===== src/rtl/id_stage.sv =====
// Instruction decode stage: 4x8 register file, LoadIMM two-byte FSM and a
// single-entry output register. Define ID_WB_BYPASS_EN for write-before-read.
module id_stage #(
  parameter logic [7:0] REG_RST_VAL = 8'h00
) (
  input  logic       clk,
  input  logic       rst_n,
  input  logic [7:0] instr,
  input  logic       instr_valid,
  output logic       instr_ready,
  input  logic       flush,
  input  logic       wb_en,
  input  logic [1:0] wb_addr,
  input  logic [7:0] wb_data,
  output logic [7:0] s1,
  output logic [7:0] s2,
  output logic [3:0] mode,
  output logic [1:0] dest,
  output logic       out_valid,
  input  logic       out_ready
);

  localparam logic [0:0] S_DEC = 1'b0;
  localparam logic [0:0] S_IMM = 1'b1;
  localparam logic [3:0] OP_NOP = 4'h0;
  localparam logic [3:0] OP_IMM = 4'hF;

  typedef struct packed {
    logic [7:0] s1;
    logic [7:0] s2;
    logic [3:0] mode;
    logic [1:0] dest;
  } op_t;

  logic [3:0][7:0] rf;
  logic [0:0]      state;
  logic [1:0]      imm_ra;
  op_t             held;
  logic            vld;
  logic            accept;
  logic [3:0]      opcode;
  logic [1:0]      src_a;
  logic [1:0]      src_b;
  logic [7:0]      rd_a;
  logic [7:0]      rd_b;

  assign instr_ready = !vld || out_ready;
  assign accept      = instr_valid && instr_ready;
  assign opcode      = instr[7:4];
  // In S_IMM the first operand comes from the ra latched with the LoadIMM opcode.
  assign src_a       = (state == S_IMM) ? imm_ra : instr[3:2];
  assign src_b       = instr[1:0];

`ifdef ID_WB_BYPASS_EN
  assign rd_a = (wb_en && (wb_addr == src_a)) ? wb_data : rf[src_a];
  assign rd_b = (wb_en && (wb_addr == src_b)) ? wb_data : rf[src_b];
`else
  assign rd_a = rf[src_a];
  assign rd_b = rf[src_b];
`endif

  always_ff @(posedge clk or negedge rst_n) begin
    if (!rst_n) begin
      rf <= {4{REG_RST_VAL}};
    end else if (wb_en) begin
      rf[wb_addr] <= wb_data;
    end
  end

  // flush outranks accept: an accepted byte in a flush cycle is discarded.
  always_ff @(posedge clk or negedge rst_n) begin
    if (!rst_n) begin
      state  <= S_DEC;
      imm_ra <= 2'b00;
      vld    <= 1'b0;
      held   <= '0;
    end else if (flush) begin
      state <= S_DEC;
      vld   <= 1'b0;
    end else if (accept) begin
      if (state == S_IMM) begin
        held  <= '{s1: rd_a, s2: instr, mode: OP_IMM, dest: imm_ra};
        vld   <= 1'b1;
        state <= S_DEC;
      end else begin
        case (opcode)
          OP_NOP: vld <= 1'b0;
          OP_IMM: begin
            imm_ra <= instr[3:2];
            state  <= S_IMM;
            vld    <= 1'b0;
          end
          default: begin
            held <= '{s1: rd_a, s2: rd_b, mode: opcode, dest: instr[3:2]};
            vld  <= 1'b1;
          end
        endcase
      end
    end else if (out_ready) begin
      vld <= 1'b0;
    end
  end

  assign s1        = held.s1;
  assign s2        = held.s2;
  assign mode      = held.mode;
  assign dest      = held.dest;
  assign out_valid = vld;

endmodule


===== config.mk =====
export PLATFORM = sky130hd
export DESIGN_NAME = id_stage
export DESIGN_NICKNAME = d
export VERILOG_FILES = /design/src/rtl/id_stage.sv
export SDC_FILE = /design/constraint.sdc
export NUM_CORES = 1
export LEC_CHECK = 0
export CAP_MARGIN = 30
export CORE_UTILIZATION = 40
export CTS_CLUSTER_SIZE = 24
export DETAILED_ROUTE_END_ITERATION = 6
export GPL_TIMING_DRIVEN = 0
export PLACE_DENSITY = 0.59
export SLEW_MARGIN = 20
export SYNTH_ARGS = -nofsm -noshare
export SYNTH_HDL_FRONTEND = slang
export SYNTH_SLANG_ARGS = --single-unit

===== constraint.sdc =====
create_clock -name clk -period 2.13 [get_ports clk]
set_input_delay 0.639 -clock clk [delete_from_list [all_inputs] [get_ports clk]]
set_output_delay 0.639 -clock clk [all_outputs]
set_load 0.01 [all_outputs]

==> results.py, run 1 <==
metrics = {
    "die": {
        "initial_core_util": 0.417,
        "fp.coreArea_um2": 6870,
        "die_area_um2": 7510,
        "io_pins": 48,
        "die_y_um": 86.7,
        "die_w_um": 86.7,
        "num_rows": 30,
    },
    "worst_setup_path": {
        "required_ns": 2.34,
        "rrSetupSlack_ns": 0.25,
        "setup.worst_path.end_class": "register",
        "reg2regPathDepth": 4,
        "reg2reg_to": "s1[3]",
        "crit_fanout": 10,
        "worstSetupStartpointType": "input pin",
        "worstPathArrival_ns": 2.28,
        "r2r_start": "state",
        "critical_path_class": "in2reg",
    },
    "synth": {
        "yosysMostFrequentCell": "dfrtp_1",
        "avgSynthCellArea_um2": 14.9,
        "yosysUniqueCellTypes": 26,
        "synth_area_leaders": "dfrtp_1 (51%), mux2_2 (18%), mux2i_1 (11%)",
        "syn_nets": 216,
        "seq_area_frac_synth": 0.506,
        "syn_inst": 192,
        "synth_edf_count": 0,
        "synth_common_cells": "dfrtp_1 (58), mux2_2 (45), mux2i_1 (32)",
        "synth_flop_cell": "dfrtp_1",
        "yosysTopAreaCell": "dfrtp_1",
        "ys_async_sr_fraction": 1.00,
        "yosys_warnings": 0,
        "synth_top_area_frac": 0.506,
        "synth_area_um2": 2870,
        "synth_seq_cells": 58,
    },
    "sta": {
        "fin_skew_ns": 0.00662,
        "rsz0062_at_grt": "no",
        "setup_viol_count_final": 0,
        "final-hold-violation-count": 0,
        "period_minus_slack_ns": 2.08,
        "slew_violations": 0,
        "worst_pin_slew_ns": 0.683,
        "relSlewSlack": 0.544,
        "post-route-period-util": 0.974,
        "fin_ws_ns": 0.0547,
        "holdWs_ns": 0.194,
        "clock.fmax_mhz": 482,
    },
    "clock_network": {
        "clock_sinks": 58,
        "insertion_delay_ns": 0.32,
        "htree_levels": 3,
        "clkTransAtPathRegs_ns": 0.07,
        "clock-root-buffer": "clkbuf_8",
        "ctsHoldBuffers": 0,
        "clockBufferDepth": 2,
        "cts_tree": "yes",
        "cts_buffers": 9,
    },
    "route": {
        "num_vias": 1785,
        "drt_wl_total_um": 5920,
        "ant_nets": 0,
        "viasPerCell": 5.07,
        "wire_per_inst_um": 16.8,
        "drt_iter0_markers": 57,
        "remaining_drc_errors": 0,
        "drt-pass1-iter-count": 4,
    },
    "pwr": {
        "p_int_w": 0.00251,
        "power.density_nw_per_um2": 931,
        "combPwrFrac": 0.297,
        "total_power_w": 0.00343,
        "seqPwrFrac": 0.446,
        "ir_worst_vdd_mv": 0.359,
        "switching_share": 0.269,
        "power_leakage_nw": 1.61,
        "clkPwrFrac": 0.258,
        "p_sw_w": 0.000922,
    },
    "global_routing": {
        "grt_max_degree": 39,
        "grt_pass1_vias": 1871,
        "antenna_found_initial": 0,
        "grt_overflow": 0,
        "grt_pass1_wl_um": 9830,
        "grt.total_usage": 0.181,
    },
    "final_layout": {
        "final_area_um2": 3680,
        "antenna_cells": 0,
        "synthToLayoutAreaGrowth_pct": 28.5,
        "fin_util": 0.536,
        "drive_gt1_frac": 0.371,
        "nets": 276,
        "fill_cells": 608,
    },
    "placed_design": {
        "place.gp.congestion": 0.715,
        "portBuffers": 45,
        "place_ws_ns": -0.709,
        "place_area_um2": 3450,
        "place_hpwl_um": 4040,
    },
    "job": {
        "drv_cap": 0,
    },
    "run_status": {
        "status": "finished clean",
    },
    "min_path": {
        "hp-class": "in2async",
    },
}
## cells in the final DEF, fill, tap and decap left out, types with 2 or more instances in the layout
master	count
buf_6	2
mux4_2	6
clkbuf_8	11
or4_1	2
buf_12	2
clkdlybuf4s50_1	40
mux2_2	45
mux2_4	13
dfrtp_1	58
mux2i_4	2
dlygate4sd2_1	3
buf_4	4
clkinv_2	3
inv_1	6
clkbuf_1	3
o21ai_0	2
nor2_1	5
nand3b_1	2
o31ai_1	2
mux2i_1	32
buf_2	2
## layer usage
| layer | up-vias | track usage | part of all wire |
|---|---|---|---|
| met5 | - | 0 | 0 |
| met4 | 0 | 0.0818 | 0.016 |
| met3 | 10 | 0.0324 | 0.037 |
| met2 | 47 | 0.276 | 0.46 |
| met1 | 903 | 0.253 | 0.48 |
| li1 | 825 | - | - |
## worst max-delay path by stage
stage,cells past startpoint,to,start
3_3_place_gp,1,rf[0],rst_n
6_report,6,s2[6],instr[6]
2_1_floorplan,4,s2[4],instr[0]
3_5_place_dp,6,s1[2],instr[3]
4_1_cts,3,instr_ready,out_ready
5_1_grt,3,instr_ready,out_ready
## state kept, by name, summed over array words and instances, names as in the netlist
name,cells
dest,2
imm_ra,2
mode,4
out_valid,1
rf,32
s1,8
s2,8
state,1
## layout make-up
type | instances | area, um^2 | share of cell area
Clock inverter | 3 | 15.0 | 0.00408
Inverter | 6 | 22.5 | 0.00612
Tap cell | 96 | 120 | 0.0326
Sequential cell | 58 | 1450 | 0.394
Timing Repair Buffer | 49 | 488 | 0.133
Clock buffer | 12 | 155 | 0.0421
Multi-Input combinational cell | 121 | 1370 | 0.372
Buffer | 7 | 60.1 | 0.0163
## per-stage QoR
step | std cells | setup TNS (ns)
2_1_floorplan | 192 | 0
3_3_place_gp | 333 | -101.21
3_5_place_dp | 334 | -14.49
4_1_cts | 351 | 0
5_1_grt | 352 | 0
6_report | 352 | 0
## critical path, stage by stage
cell and delay [ns]:
clkdlybuf4s50_1 0.46, or4_1 0.44, a21oi_2 0.20, nor3_4 0.08
buf_6 0.17, mux2_4 0.30
## power by group through the flow
stage	Sequential (W)	Clock (W)	Combinational (W)
final	0.00153	0.000884	0.00102
after global placement	0.00155	0	0.00101
after detailed placement	0.00155	0	0.00102
after global routing	0.00157	0.000957	0.00110
after CTS	0.00153	0.000915	0.00103
after floorplan	0.00159	0	0.000505
## what timing repair did
action | CTS | global route
gates resized for setup | 10 | 2
setup endpoints to repair | 17 | 15
setup buffers | 2 | 1
pin swaps | 3 | 1
## cell families (layout without fill, tap and decap cells)
family,after synthesis,count (layout),synth area share
AOI/OAI and AO/OA,8,8,0.0192
buffers and inverters,13,77,0.0258
DFF,58,58,0.506
and+or+nand+nor,15,15,0.0323
muxes,98,98,0.416
(Power assumes the default switching activity.)
==> run 2, diff against run 1 <==
--- a/config.mk
+++ b/config.mk
@@ -7,10 +7,11 @@
 export LEC_CHECK = 0
 export CAP_MARGIN = 30
 export CORE_UTILIZATION = 40
-export CTS_CLUSTER_SIZE = 24
+export CTS_CLUSTER_SIZE = 12
 export DETAILED_ROUTE_END_ITERATION = 6
 export GPL_TIMING_DRIVEN = 0
 export PLACE_DENSITY = 0.59
+export RECOVER_POWER = 25
 export SLEW_MARGIN = 20
 export SYNTH_ARGS = -nofsm -noshare
 export SYNTH_HDL_FRONTEND = slang
==> results.py, run 2 (synthesis results as in run 1) <==
metrics = {
    "sta": {
        "relSlewSlack": 0.245,
        "setup_viol_count_final": 0,
        "clock.fmax_mhz": 482,
        "fin_skew_ns": 0.00674,
        "worst_pin_slew_ns": 1.13,
        "post-route-period-util": 0.974,
        "period_minus_slack_ns": 2.07,
        "rsz0062_at_grt": "no",
        "final-hold-violation-count": 0,
        "tns_ns": 0,
        "slew_violations": 0,
    },
    "route": {
        "num_vias": 1777,
        "drt_iter0_markers": 57,
        "viasPerCell": 5.05,
        "drt-pass1-iter-count": 4,
        "drt_wl_total_um": 5890,
        "ant_nets": 0,
        "wire_per_inst_um": 16.7,
        "remaining_drc_errors": 0,
    },
    "worst_setup_path": {
        "critical_path_class": "in2reg",
        "setup.worst_path.end_class": "register",
        "cp_num_cells": 6,
        "slowest_stage": "clkdlybuf4s50_1",
        "cp_slowest_stage_delay_ns": 0.46,
        "worstPathArrival_ns": 2.28,
        "worstSetupStartpointType": "input pin",
        "crit_fanout": 10,
        "reg2regPathDepth": 4,
        "critPathBufInv": 2,
        "rrSetupSlack_ns": 0.25,
        "cp_top_family": "buffers and inverters",
        "r2r_start": "state",
        "required_ns": 2.34,
        "reg2reg_to": "s1[3]",
        "cp_cell_sequence": "clkdlybuf4s50_1 > or4_1 > a21oi_2 > nor3_4 > buf_6 > mux2_4",
    },
    "global_routing": {
        "grt_overflow": 0,
        "grt_max_degree": 39,
        "grt.total_usage": 0.181,
        "antenna_found_initial": 0,
        "grt_pass1_wl_um": 9830,
        "grt_pass1_vias": 1871,
    },
    "clock_network": {
        "ctsHoldBuffers": 0,
        "cts_buffers": 9,
        "clock-root-buffer": "clkbuf_8",
        "clkTransAtPathRegs_ns": 0.06,
        "clock_sinks": 58,
        "cts_tree": "yes",
        "htree_levels": 3,
        "clockBufferDepth": 2,
        "insertion_delay_ns": 0.33,
    },
    "placed_design": {
        "place.gp.congestion": 0.715,
        "dpl.cell_count": 334,
        "place_area_um2": 3450,
        "place_hpwl_um": 4040,
        "portBuffers": 45,
    },
    "min_path": {
        "whs_path_depth": 1,
        "hp-class": "reg2reg",
        "hold_start": "s1[0]",
        "worstHoldEndpoint": "s1[0]",
    },
    "final_layout": {
        "top_register": "rf",
        "antenna_cells": 0,
        "mostFrequentLayoutCell": "dfrtp_1",
        "drive_gt1_frac": 0.367,
        "nets": 276,
        "synthToLayoutAreaGrowth_pct": 27.9,
        "final_cells": 352,
        "final_area_um2": 3670,
        "largest_reg_flops": 32,
        "fin_util": 0.534,
        "layout_common_cells": "dfrtp_1 (58), mux2_2 (45), clkdlybuf4s50_1 (40)",
    },
    "die": {
        "initial_core_util": 0.417,
        "die_y_um": 86.7,
        "fp.coreArea_um2": 6870,
        "num_rows": 30,
        "io_pins": 48,
        "die_w_um": 86.7,
        "die_area_um2": 7510,
    },
    "pwr": {
        "power_leakage_nw": 1.60,
        "power.density_nw_per_um2": 934,
        "ir_worst_vdd_mv": 0.359,
        "total_power_w": 0.00342,
    },
    "run_status": {
        "status": "finished clean",
    },
    "job": {
        "drv_cap": 0,
    },
}
==> run 2: timing repair <==
action	4_1_cts	5_1_grt
resized for setup	10	2
setup endpoints to repair	17	15
pin swaps	3	1
endpoints found under the hold margin	0	0
buffers inserted	2	1
==> run 2: stage by stage <==
stage	setup WS, ns	hold slack [ns]
after global routing	0.0212	0.527
after floorplan	0.119	0.343
after detailed placement	-0.709	0.492
final	0.0556	0.504
after CTS	0.00320	0.187
after global placement	-1.51	0.494
==> run 2: final cells by class <==
| type | instances | area [um^2] |
|---|---|---|
| fill | 609 | 3200 |
| sequential | 58 | 1450 |
| multi-input combinational | 121 | 1370 |
| timing repair buffer | 49 | 472 |
| clock buffer | 12 | 155 |
| tap | 96 | 120 |
| buffer | 7 | 60.1 |
| inverter | 6 | 22.5 |
| clock inverter | 3 | 15.0 |
==> run 2: worst max path at each step <==
stage	from	end	slack, ns
2_1_floorplan	instr[0]	s2[4]	0.12
3_3_place_gp	rst_n	rf[0]	-1.51
3_5_place_dp	instr[3]	s1[2]	-0.71
4_1_cts	out_ready	instr_ready	0.003
5_1_grt	out_ready	instr_ready	0.02
6_report	instr[6]	s2[6]	0.06
==> run 2: routing by layer <==
metal / track usage / wire length, um / share of wire / up-vias
li1: - / - / - / 824
met1: 0.253 / 2820 / 0.48 / 897
met2: 0.276 / 2740 / 0.47 / 46
met3: 0.0324 / 229 / 0.039 / 10
met4: 0.0818 / 98 / 0.017 / 0
met5: 0 / 0 / 0 / -
==> run 2: report_power, final <==
part	internal [W]	total, W	switching [W]
clock	0.000473	0.000884	0.000411
sequential	0.00137	0.00153	0.000160
combinational	0.000663	0.00101	0.000350
==> run 3, diff against run 2 <==
--- a/config.mk
+++ b/config.mk
@@ -6,11 +6,13 @@
 export NUM_CORES = 1
 export LEC_CHECK = 0
 export CAP_MARGIN = 30
-export CORE_UTILIZATION = 40
+export CELL_PAD_IN_SITES_DETAIL_PLACEMENT = 2
+export CELL_PAD_IN_SITES_GLOBAL_PLACEMENT = 2
+export CORE_UTILIZATION = 37
 export CTS_CLUSTER_SIZE = 12
 export DETAILED_ROUTE_END_ITERATION = 6
 export GPL_TIMING_DRIVEN = 0
-export PLACE_DENSITY = 0.59
+export PLACE_DENSITY = 0.75
 export RECOVER_POWER = 25
 export SLEW_MARGIN = 20
 export SYNTH_ARGS = -nofsm -noshare
==> results.py, run 3 (synthesis results as in run 1) <==
metrics = {
    "worst_setup_path": {
        "required_ns": 1.49,
        "worstSetupStartpointType": "input pin",
        "crit_fanout": 3,
        "worstPathArrival_ns": 1.44,
        "critical_path_class": "in2out",
        "setup.worst_path.end_class": "output port",
    },
    "global_routing": {
        "top_usage_layer": "met2",
        "use_met2": 0.333,
        "grt_overflow": 0,
        "grt.total_usage": 0.195,
        "use_met3": 0.0389,
        "grt_pass1_vias": 2104,
        "grt_max_degree": 41,
        "grt_pass1_wl_um": 11800,
        "antenna_found_initial": 0,
        "use_met1": 0.244,
    },
    "clock_network": {
        "clkTransAtPathRegs_ns": 0.07,
        "clock_sinks": 58,
        "cts_tree": "yes",
        "htree_levels": 3,
        "cts_buffers": 9,
        "clock-root-buffer": "clkbuf_8",
        "clockBufferDepth": 2,
        "insertion_delay_ns": 0.34,
    },
    "final_layout": {
        "drive_gt1_frac": 0.388,
        "antenna_cells": 0,
        "fin_util": 0.514,
        "top_register": "rf",
        "layout_common_cells": "dfrtp_1 (58), mux2_2 (45), clkdlybuf4s50_1 (39)",
        "nets": 282,
        "synthToLayoutAreaGrowth_pct": 32.3,
        "largest_reg_flops": 32,
        "mostFrequentLayoutCell": "dfrtp_1",
        "final_area_um2": 3790,
    },
    "route": {
        "drt_wl_total_um": 7470,
        "wire_per_inst_um": 20.6,
        "ant_nets": 0,
        "viasPerCell": 5.18,
        "drt-pass1-iter-count": 3,
        "drt_iter0_markers": 57,
        "num_vias": 1874,
        "remaining_drc_errors": 0,
    },
    "placed_design": {
        "place_hpwl_um": 4790,
        "place_area_um2": 3460,
        "place_ws_ns": -0.745,
        "place.gp.congestion": 0.745,
        "portBuffers": 45,
    },
    "job": {
        "drv_cap": 0,
    },
    "sta": {
        "final-hold-violation-count": 0,
        "slew_violations": 0,
        "post-route-period-util": 0.977,
        "worst_pin_slew_ns": 1.09,
        "holdWs_ns": 0.481,
        "period_minus_slack_ns": 2.08,
        "relSlewSlack": 0.271,
        "clock.fmax_mhz": 481,
        "fin_skew_ns": 0.00528,
        "rsz0062_at_grt": "no",
        "setup_viol_count_final": 0,
        "fin_ws_ns": 0.0491,
    },
    "min_path": {
        "hp-class": "in2async",
    },
    "pwr": {
        "ir_worst_vdd_mv": 0.436,
        "power.density_nw_per_um2": 1010,
        "power_leakage_nw": 1.67,
    },
    "die": {
        "initial_core_util": 0.389,
        "fp.coreArea_um2": 7370,
        "die_y_um": 90.0,
        "io_pins": 48,
        "num_rows": 31,
        "die_area_um2": 8100,
        "die_w_um": 90.0,
    },
    "run_status": {
        "status": "finished clean",
    },
}
==> run 3: metal layers <==
| metal | vias to the layer above | part of all wire |
|---|---|---|
| met3 | 7 | 0.028 |
| met2 | 36 | 0.52 |
| li1 | 843 | - |
| met1 | 988 | 0.44 |
| met5 | - | 0 |
| met4 | 0 | 0.013 |
==> run 3: worst max-delay path, cell delays in order <==
cell             delay (ns)
clkdlybuf4s50_1        0.46
nand2b_4               0.13
clkdlybuf4s15_2        0.22
==> run 3: report_power, final <==
group	internal, W	switching [W]
clock network	0.000772	0.000458
registers	0.00137	0.000189
logic	0.000672	0.000383
==> run 3: timing repair <==
action,CTS,global route
pin swaps,2,1
hold buffers,0,0
hold endpoints to repair,0,0
setup buffers,4,5
resized for setup,12,3
setup endpoints to repair,17,12
==> run 3: final timing paths <==
check	start	to	slack (ns)	cells after the start
hold / removal	rst_n	dest[0]	0.48	1
hold reg to reg	s1[2]	s1[2]	0.51	1
setup reg to reg	state	s1[6]	0.21	4
min in group clk	s1[2]	s1[2]	0.51	1
max in group asynchronous	rst_n	mode[1]	0.42	2
setup / recovery	out_ready	instr_ready	0.05	3
==> run 3: area by class of cell <==
type,count,area [um^2]
timing repair buffer,55,519
sequential,58,1450
multi-input combinational,121,1380
buffer,7,60.1
clock inverter,6,105
clock buffer,10,128
inverter,6,22.5
tap,99,124
fill,690,3580
==> run 3: through the flow <==
| stage | cells | setup TNS [ns] | power [W] |
|---|---|---|---|
| 4_1_cts | 357 | 0 | 0.00387 |
| 2_1_floorplan | 192 | 0 | 0.00209 |
| 3_5_place_dp | 337 | -15.30 | 0.00260 |
| 3_3_place_gp | 336 | -103.03 | 0.00255 |
| 5_1_grt | 362 | 0 | 0.00404 |
| 6_report | 362 | 0 | 0.00384 |
